## src/rtl/line_fill_if.sv

```systemverilog
// Cache-miss / memory-bus bundle for the line-fill sequencer.
// Latency: n/a (wires only).
// Backpressure: n/a; the master asserts mem_req until mem_ack, and beats are only qualified by mem_valid.
interface line_fill_if #(
  parameter int ADDR_W = 32,
  parameter int WORD_W = 32
);
  logic              miss_req;
  logic [ADDR_W-1:0] miss_addr;
  logic              mem_req;
  logic [ADDR_W-1:0] mem_addr;
  logic              mem_ack;
  logic              mem_valid;
  logic [WORD_W-1:0] mem_data;
  logic [31:0]       line_we;
  logic [WORD_W-1:0] line_wdata;
  logic              fill_busy;
  logic              fill_done;
  logic              fill_err;
  logic              crit_valid;

  // Sequencer side: takes the miss and the memory beats, drives requests and line writes.
  modport master (
    input  miss_req, miss_addr, mem_ack, mem_valid, mem_data,
    output mem_req, mem_addr, line_we, line_wdata,
    output fill_busy, fill_done, fill_err, crit_valid
  );

  // Environment side: cache miss logic, memory bus and line storage.
  modport slave (
    output miss_req, miss_addr, mem_ack, mem_valid, mem_data,
    input  mem_req, mem_addr, line_we, line_wdata,
    input  fill_busy, fill_done, fill_err, crit_valid
  );
endinterface

```

## src/rtl/line_fill_ctrl.sv

```systemverilog
// Cache line-fill sequencer: requests a line, writes 32 beats one-hot into line storage.
// Latency: mem_ack -> first write 1 cycle; last beat -> fill_done 1 cycle; beat writes are combinational.
// Backpressure: none taken; beats are absorbed whenever mem_valid is high, stalls abort after TIMEOUT_CYC.
// Build option: define CRITICAL_WORD_FIRST_EN to request the missed word first and wrap.
module line_fill_ctrl #(
  parameter int ADDR_W      = 32,
  parameter int WORD_W      = 32,
  parameter int TIMEOUT_CYC = 255
) (
  input  logic        clk,
  input  logic        rst_n,
  line_fill_if.master bus
);

  localparam int BYTE_W   = $clog2(WORD_W / 8);
  localparam int TW       = (TIMEOUT_CYC > 1) ? $clog2(TIMEOUT_CYC + 1) : 1;
  localparam int TMO_LAST = (TIMEOUT_CYC > 0) ? TIMEOUT_CYC - 1 : 0;

  // Word-aligned and line-aligned address masks.
  localparam logic [ADDR_W-1:0] WORD_MASK = ~ADDR_W'((64'd1 << BYTE_W) - 64'd1);
  localparam logic [ADDR_W-1:0] LINE_MASK = ~ADDR_W'((64'd1 << (BYTE_W + 5)) - 64'd1);

  typedef enum logic [1:0] {IDLE, REQ, FILL, DONE} state_t;

  state_t            state, state_nx;
  logic [ADDR_W-1:0] addr_q;
  logic [4:0]        offset;
  logic [4:0]        miss_off;
  logic [4:0]        beat_cnt;
  logic [TW-1:0]     tmo_cnt;
  logic              err_q, err_nx;
  logic              beat;
  logic              tmo_hit;
  logic [4:0]        req_off;

  assign beat    = (state == FILL) && bus.mem_valid;
  assign tmo_hit = (TIMEOUT_CYC != 0) && (tmo_cnt == TW'(TMO_LAST));
  assign req_off = bus.miss_addr[BYTE_W+4:BYTE_W];

  // State and error-flag register.
  always_ff @(posedge clk) begin
    if (!rst_n) begin
      state <= IDLE;
      err_q <= 1'b0;
    end else begin
      state <= state_nx;
      err_q <= err_nx;
    end
  end

  // Latch the miss and walk the word offset one step per accepted beat.
  always_ff @(posedge clk) begin
    if (!rst_n) begin
      addr_q   <= '0;
      miss_off <= '0;
      offset   <= '0;
      beat_cnt <= '0;
    end else if (state == IDLE && bus.miss_req) begin
      addr_q   <= bus.miss_addr;
      miss_off <= req_off;
`ifdef CRITICAL_WORD_FIRST_EN
      offset   <= req_off;
`else
      offset   <= 5'd0;
`endif
      beat_cnt <= '0;
    end else if (beat) begin
      offset   <= offset + 5'd1;
      beat_cnt <= beat_cnt + 5'd1;
    end
  end

  // Stall counter: restarts on entry to REQ, on the ack and on every beat.
  always_ff @(posedge clk) begin
    if (!rst_n) begin
      tmo_cnt <= '0;
    end else if (state == IDLE || state == DONE) begin
      tmo_cnt <= '0;
    end else if ((state == REQ && bus.mem_ack) || beat) begin
      tmo_cnt <= '0;
    end else if (TIMEOUT_CYC != 0) begin
      tmo_cnt <= tmo_cnt + 1'b1;
    end
  end

  // Next state; a beat in the stall-limit cycle still counts and wins over the abort.
  always_comb begin
    state_nx = state;
    err_nx   = err_q;
    case (state)
      IDLE: begin
        err_nx = 1'b0;
        if (bus.miss_req) state_nx = REQ;
      end
      REQ: begin
        if (bus.mem_ack) begin
          state_nx = FILL;
        end else if (tmo_hit) begin
          state_nx = DONE;
          err_nx   = 1'b1;
        end
      end
      FILL: begin
        if (beat) begin
          if (beat_cnt == 5'd31) state_nx = DONE;
        end else if (tmo_hit) begin
          state_nx = DONE;
          err_nx   = 1'b1;
        end
      end
      DONE:    state_nx = IDLE;
      default: state_nx = IDLE;
    endcase
  end

  // Outputs decoded from state; line_we follows mem_valid in the same cycle.
  always_comb begin
    bus.mem_req    = 1'b0;
    bus.mem_addr   = '0;
    bus.line_we    = '0;
    bus.line_wdata = '0;
    bus.crit_valid = 1'b0;
    bus.fill_busy  = (state != IDLE);
    bus.fill_done  = (state == DONE);
    bus.fill_err   = (state == DONE) && err_q;
    if (state == REQ) begin
      bus.mem_req = 1'b1;
`ifdef CRITICAL_WORD_FIRST_EN
      bus.mem_addr = addr_q & WORD_MASK;
`else
      bus.mem_addr = addr_q & LINE_MASK;
`endif
    end
    if (state == FILL) bus.line_wdata = bus.mem_data;
    if (beat) begin
      bus.line_we    = 32'd1 << offset;
      bus.crit_valid = (offset == miss_off);
    end
  end

endmodule

```

## src/flat_wrapper.sv

```systemverilog
// flat-port wrapper written by rule: the top's interface ports become plain ports
module line_fill_ctrl_flat 
#(
  parameter int ADDR_W      = 32,
  parameter int WORD_W      = 32,
  parameter int TIMEOUT_CYC = 255
)
  (clk, rst_n, bus_miss_req, bus_miss_addr, bus_mem_ack, bus_mem_valid, bus_mem_data, bus_mem_req, bus_mem_addr, bus_line_we, bus_line_wdata, bus_fill_busy, bus_fill_done, bus_fill_err, bus_crit_valid);
  line_fill_if #(.ADDR_W(ADDR_W), .WORD_W(WORD_W)) bus_i ();
  input  logic clk;
  input  logic rst_n;
  input wire logic [$bits(bus_i.miss_req)-1:0] bus_miss_req;
  input wire logic [$bits(bus_i.miss_addr)-1:0] bus_miss_addr;
  input wire logic [$bits(bus_i.mem_ack)-1:0] bus_mem_ack;
  input wire logic [$bits(bus_i.mem_valid)-1:0] bus_mem_valid;
  input wire logic [$bits(bus_i.mem_data)-1:0] bus_mem_data;
  output wire logic [$bits(bus_i.mem_req)-1:0] bus_mem_req;
  output wire logic [$bits(bus_i.mem_addr)-1:0] bus_mem_addr;
  output wire logic [$bits(bus_i.line_we)-1:0] bus_line_we;
  output wire logic [$bits(bus_i.line_wdata)-1:0] bus_line_wdata;
  output wire logic [$bits(bus_i.fill_busy)-1:0] bus_fill_busy;
  output wire logic [$bits(bus_i.fill_done)-1:0] bus_fill_done;
  output wire logic [$bits(bus_i.fill_err)-1:0] bus_fill_err;
  output wire logic [$bits(bus_i.crit_valid)-1:0] bus_crit_valid;
  assign bus_i.miss_req = bus_miss_req;
  assign bus_i.miss_addr = bus_miss_addr;
  assign bus_i.mem_ack = bus_mem_ack;
  assign bus_i.mem_valid = bus_mem_valid;
  assign bus_i.mem_data = bus_mem_data;
  assign bus_mem_req = bus_i.mem_req;
  assign bus_mem_addr = bus_i.mem_addr;
  assign bus_line_we = bus_i.line_we;
  assign bus_line_wdata = bus_i.line_wdata;
  assign bus_fill_busy = bus_i.fill_busy;
  assign bus_fill_done = bus_i.fill_done;
  assign bus_fill_err = bus_i.fill_err;
  assign bus_crit_valid = bus_i.crit_valid;
  line_fill_ctrl #(.ADDR_W(ADDR_W), .WORD_W(WORD_W), .TIMEOUT_CYC(TIMEOUT_CYC)) u_core (.clk(clk), .rst_n(rst_n), .bus(bus_i));
endmodule
```

## config.mk

```make
export PLATFORM = sky130hd
export DESIGN_NAME = line_fill_ctrl_flat
export DESIGN_NICKNAME = d
export VERILOG_FILES = /design/src/rtl/line_fill_if.sv /design/src/rtl/line_fill_ctrl.sv /design/src/flat_wrapper.sv
export SDC_FILE = /design/constraint.sdc
export NUM_CORES = 1
export LEC_CHECK = 0
export ABC_AREA = 1
export BUFFER_PORTS_ARGS = -buffer_cell sky130_fd_sc_hd__buf_2
export CORE_MARGIN = 2
export CORE_UTILIZATION = 30
export CTS_CLUSTER_DIAMETER = 200
export CTS_CLUSTER_SIZE = 12
export DETAILED_ROUTE_END_ITERATION = 7
export HOLD_SLACK_MARGIN = 0.02
export MAX_ROUTING_LAYER = met4
export PLACE_DENSITY_LB_ADDON = 0.15
export SYNTH_ARGS = -nofsm -noshare
export SYNTH_HDL_FRONTEND = slang
export SYNTH_SLANG_ARGS = --single-unit
```

## constraint.sdc

```tcl
create_clock -name clk -period 4.4 [get_ports clk]
set_clock_uncertainty 0.15 [all_clocks]
set_input_delay 0 -clock clk [delete_from_list [all_inputs] [get_ports clk]]
set_output_delay 0 -clock clk [all_outputs]
set_load 0.005 [all_outputs]
```

==> results.json <==
{
  "cts_made_buffers": 5,
  "synth_edf_count": 0,
  "setup_tns_ps": 0,
  "start_kind": "register",
  "grt_pass1_wl_mm": 14.0,
  "critPathBufInv": 3,
  "crit_family": "simple AND/OR/NAND/NOR gates",
  "avgSynthCellArea_um2": 6.36,
  "synth_cell_types": 30,
  "timing_hold_violations_final": 0,
  "finalCritPeriodShare": 0.638,
  "synth_compound_area_frac": 0.109,
  "synthXorXnorAreaFrac": 0.00876,
  "crit_path_end_kind": "register",
  "grt_overflow_total": 0,
  "drt-initial-drc-count": 203,
  "dpl.hpwl_mm": 6.12,
  "synthTopCellsByArea": "dfxtp_1, nor2_1, nand2_1",
  "worstHoldStart": "rst_n",
  "syn2layout_area_growth_pct": 41.9,
  "slew_headroom": 0.258,
  "cpMostUsedCell": "inv_1",
  "path_max_fanout": 32,
  "post-route-min-period_ps": 2810,
  "crit_arrival_ps": 2890,
  "grt_pass1_vias": 3055,
  "antenna_found_initial": 0,
  "maxCapViolCount": 0,
  "synth.most_common_cell": "nor2_1",
  "synthCells": 472,
  "fp.dieW_um": 104,
  "std_cell_rows": 36,
  "rr_startpoint": "u_core.state[1]$_SDFFE_PN0P_",
  "path_class": "register to register",
  "maxSlewViolCount": 0,
  "crit_required_ps": 4480,
  "grt_max_degree": 35,
  "fp.coreArea_um2": 9730,
  "initial_core_util": 0.308,
  "fin_util": 0.438,
  "clkSinkCount": 51,
  "p_per_area_nw_per_um2": 243,
  "synth_flop_cell": "dfxtp_1",
  "ioPinCount": 170,
  "dieArea_um2": 10800,
  "synth-async-reset-ratio": 0,
  "clock_latency_ps": 300,
  "switching_share": 0.287,
  "ir_drop_uv": 131,
  "cp_slowest_stage_delay_ps": 680,
  "drc": 0,
  "synth_top_family_by_area": "simple AND/OR/NAND/NOR gates",
  "drive_gt1_frac": 0.285,
  "switchingPower_uw": 297,
  "seq_area_frac_synth": 0.340,
  "final-setup-viol-count": 0,
  "ant_nets": 0,
  "p_leak_nw": 2.55,
  "hp-class": "primary input to register",
  "cts_tree": "built",
  "yosysWarnings": 0,
  "routabilityCongestion": 0.897,
  "rsz0062_at_grt": "false",
  "num-fill-cells": 1032,
  "power_mw": 1.04,
  "critical_path.slowest_cell": "nand2_1",
  "internal-power_uw": 739,
  "syn_area_um2": 3000,
  "grt_usage": 0.156,
  "die_y_um": 104,
  "htreeDepth": 2,
  "path_clk_slew_ps": 90,
  "status": "completed",
  "synth_mux_area_frac": 0,
  "nets": 735,
  "vias": 3344,
  "final_cell_area_um2": 4260,
  "yosysTopAreaCellShare": 0.340,
  "critPathLaunch": "u_core.state[1]$_SDFFE_PN0P_",
  "synth_fa_ha_area_frac": 0.0626,
  "power_frac_seq": 0.498,
  "ys_top_cells_by_count": "nor2_1, nand2_1, inv_1",
  "cts_root_buf": "clkbuf_8",
  "combPwrFrac": 0.217,
  "path_cells": "inv_1, ha_1, nand2_1, inv_2, nor2_2, inv_1, a21oi_1",
  "portBuffers": 160,
  "worstMarginPinSlew_ps": 1110,
  "placed_area_um2": 3810,
  "synth_top_area_cell": "dfxtp_1",
  "via_per_inst": 4.26,
  "synthSimpleGateAreaFrac": 0.309,
  "ctsResizeCount": 0,
  "first_pass_iters": 4,
  "wirelength_mm": 8.38,
  "fmax_ghz": 0.356,
  "clock_path_buffers": 2,
  "num_antenna_cells": 0,
  "clockPowerShare": 0.285,
  "synth-seq-cells": 51,
  "wire_per_inst_um": 10.7
}
==> registers in the layout, indices dropped and copies added, names as in the netlist <==
register,count
u_core.addr_q,26
u_core.tmo_cnt,8
u_core.beat_cnt,5
u_core.offset,5
u_core.miss_off,4
u_core.state,2
u_core.err_q,1
==> per-layer routing <==
| layer | up-vias | global-route usage | wire length, µm |
|---|---|---|---|
| met5 | - | - | 0 |
| met4 | 0 | 0.0309 | 45 |
| met3 | 4 | 0.0376 | 572 |
| met2 | 118 | 0.273 | 4130 |
| met1 | 1461 | 0.183 | 3640 |
| li1 | 1761 | - | - |
==> worst paths after layout <==
path | slack [ps] | end | cells after the start
setup / recovery | 1590 | u_core.beat_cnt[2]$_SDFFE_PP0P_ | 7
hold / removal | 70 | u_core.addr_q[19]$_SDFFE_PN0P_ | 3
setup reg to reg | 1590 | u_core.beat_cnt[2]$_SDFFE_PP0P_ | 7
hold reg to reg | 320 | u_core.beat_cnt[4]$_SDFFE_PP0P_ | 2
==> layout make-up <==
cell class	instances	area, µm²	area share
multi-input combinational	312	1490	0.351
tap	133	166	0.0391
timing repair buffer	195	1150	0.270
clock buffer	7	96.3	0.0226
sequential	51	1020	0.240
inverter	86	323	0.0758
clock inverter	1	7.51	0.00176
==> layout by cell type (no fill, tap or decap), types with 2 or more instances in the layout <==
cell	netlist	layout
buf_2	4	160
nor2_1	103	103
nand2_1	88	88
inv_1	80	80
dfxtp_1	51	51
o21ai_0	42	42
dlygate4sd3_1	0	34
a21oi_1	18	18
nand3_1	16	16
ha_1	15	15
conb_1	1	7
clkbuf_8	0	7
inv_2	6	6
nor3_1	3	3
nand2_4	2	2
xor2_1	2	2
o22ai_1	2	2
nand4_1	2	2
nor2_2	2	2
nand3_2	2	2
==> worst register-to-register path, stage by stage (launching register included) <==
cell and delay [ps]:
dfxtp_1 450, inv_1 90, ha_1 220, nand2_1 680
inv_2 480, nor2_2 370, inv_1 150, a21oi_1 150
==> cells by family after synthesis <==
logic type	after synthesis
and+or+nand+nor	223
DFF	51
adders and majority gates	15
AOI/OAI and AO/OA	64
other	1
xor gates and xnor gates	3
buffers and inverters	115
==> through the flow <==
stage / instances / hold slack [ps] / setup WS [ps]
after detailed placement: 743 / 94.2 / 1610
final: 785 / 66.7 / 1590
after global routing: 785 / 87.8 / 1260
after CTS: 785 / 46.3 / 1540
after floorplan: 478 / -71.2 / 2880
after global placement: 743 / 96.0 / 1610
==> power by group through the flow <==
stage               registers (mW)  clock network, mW  logic [mW]
global route                 0.520              0.326       0.257
global placement             0.525                  0       0.200
CTS                          0.516              0.310       0.227
detailed placement           0.527                  0       0.202
finish                       0.516              0.296       0.225
floorplan                    0.522                  0       0.137
==> what timing repair did <==
action	CTS	global route
buffers inserted	0	0
endpoints found under the hold margin	35	0
hold buffers	34	0
Note: power is estimated with default switching activity, not from simulation.
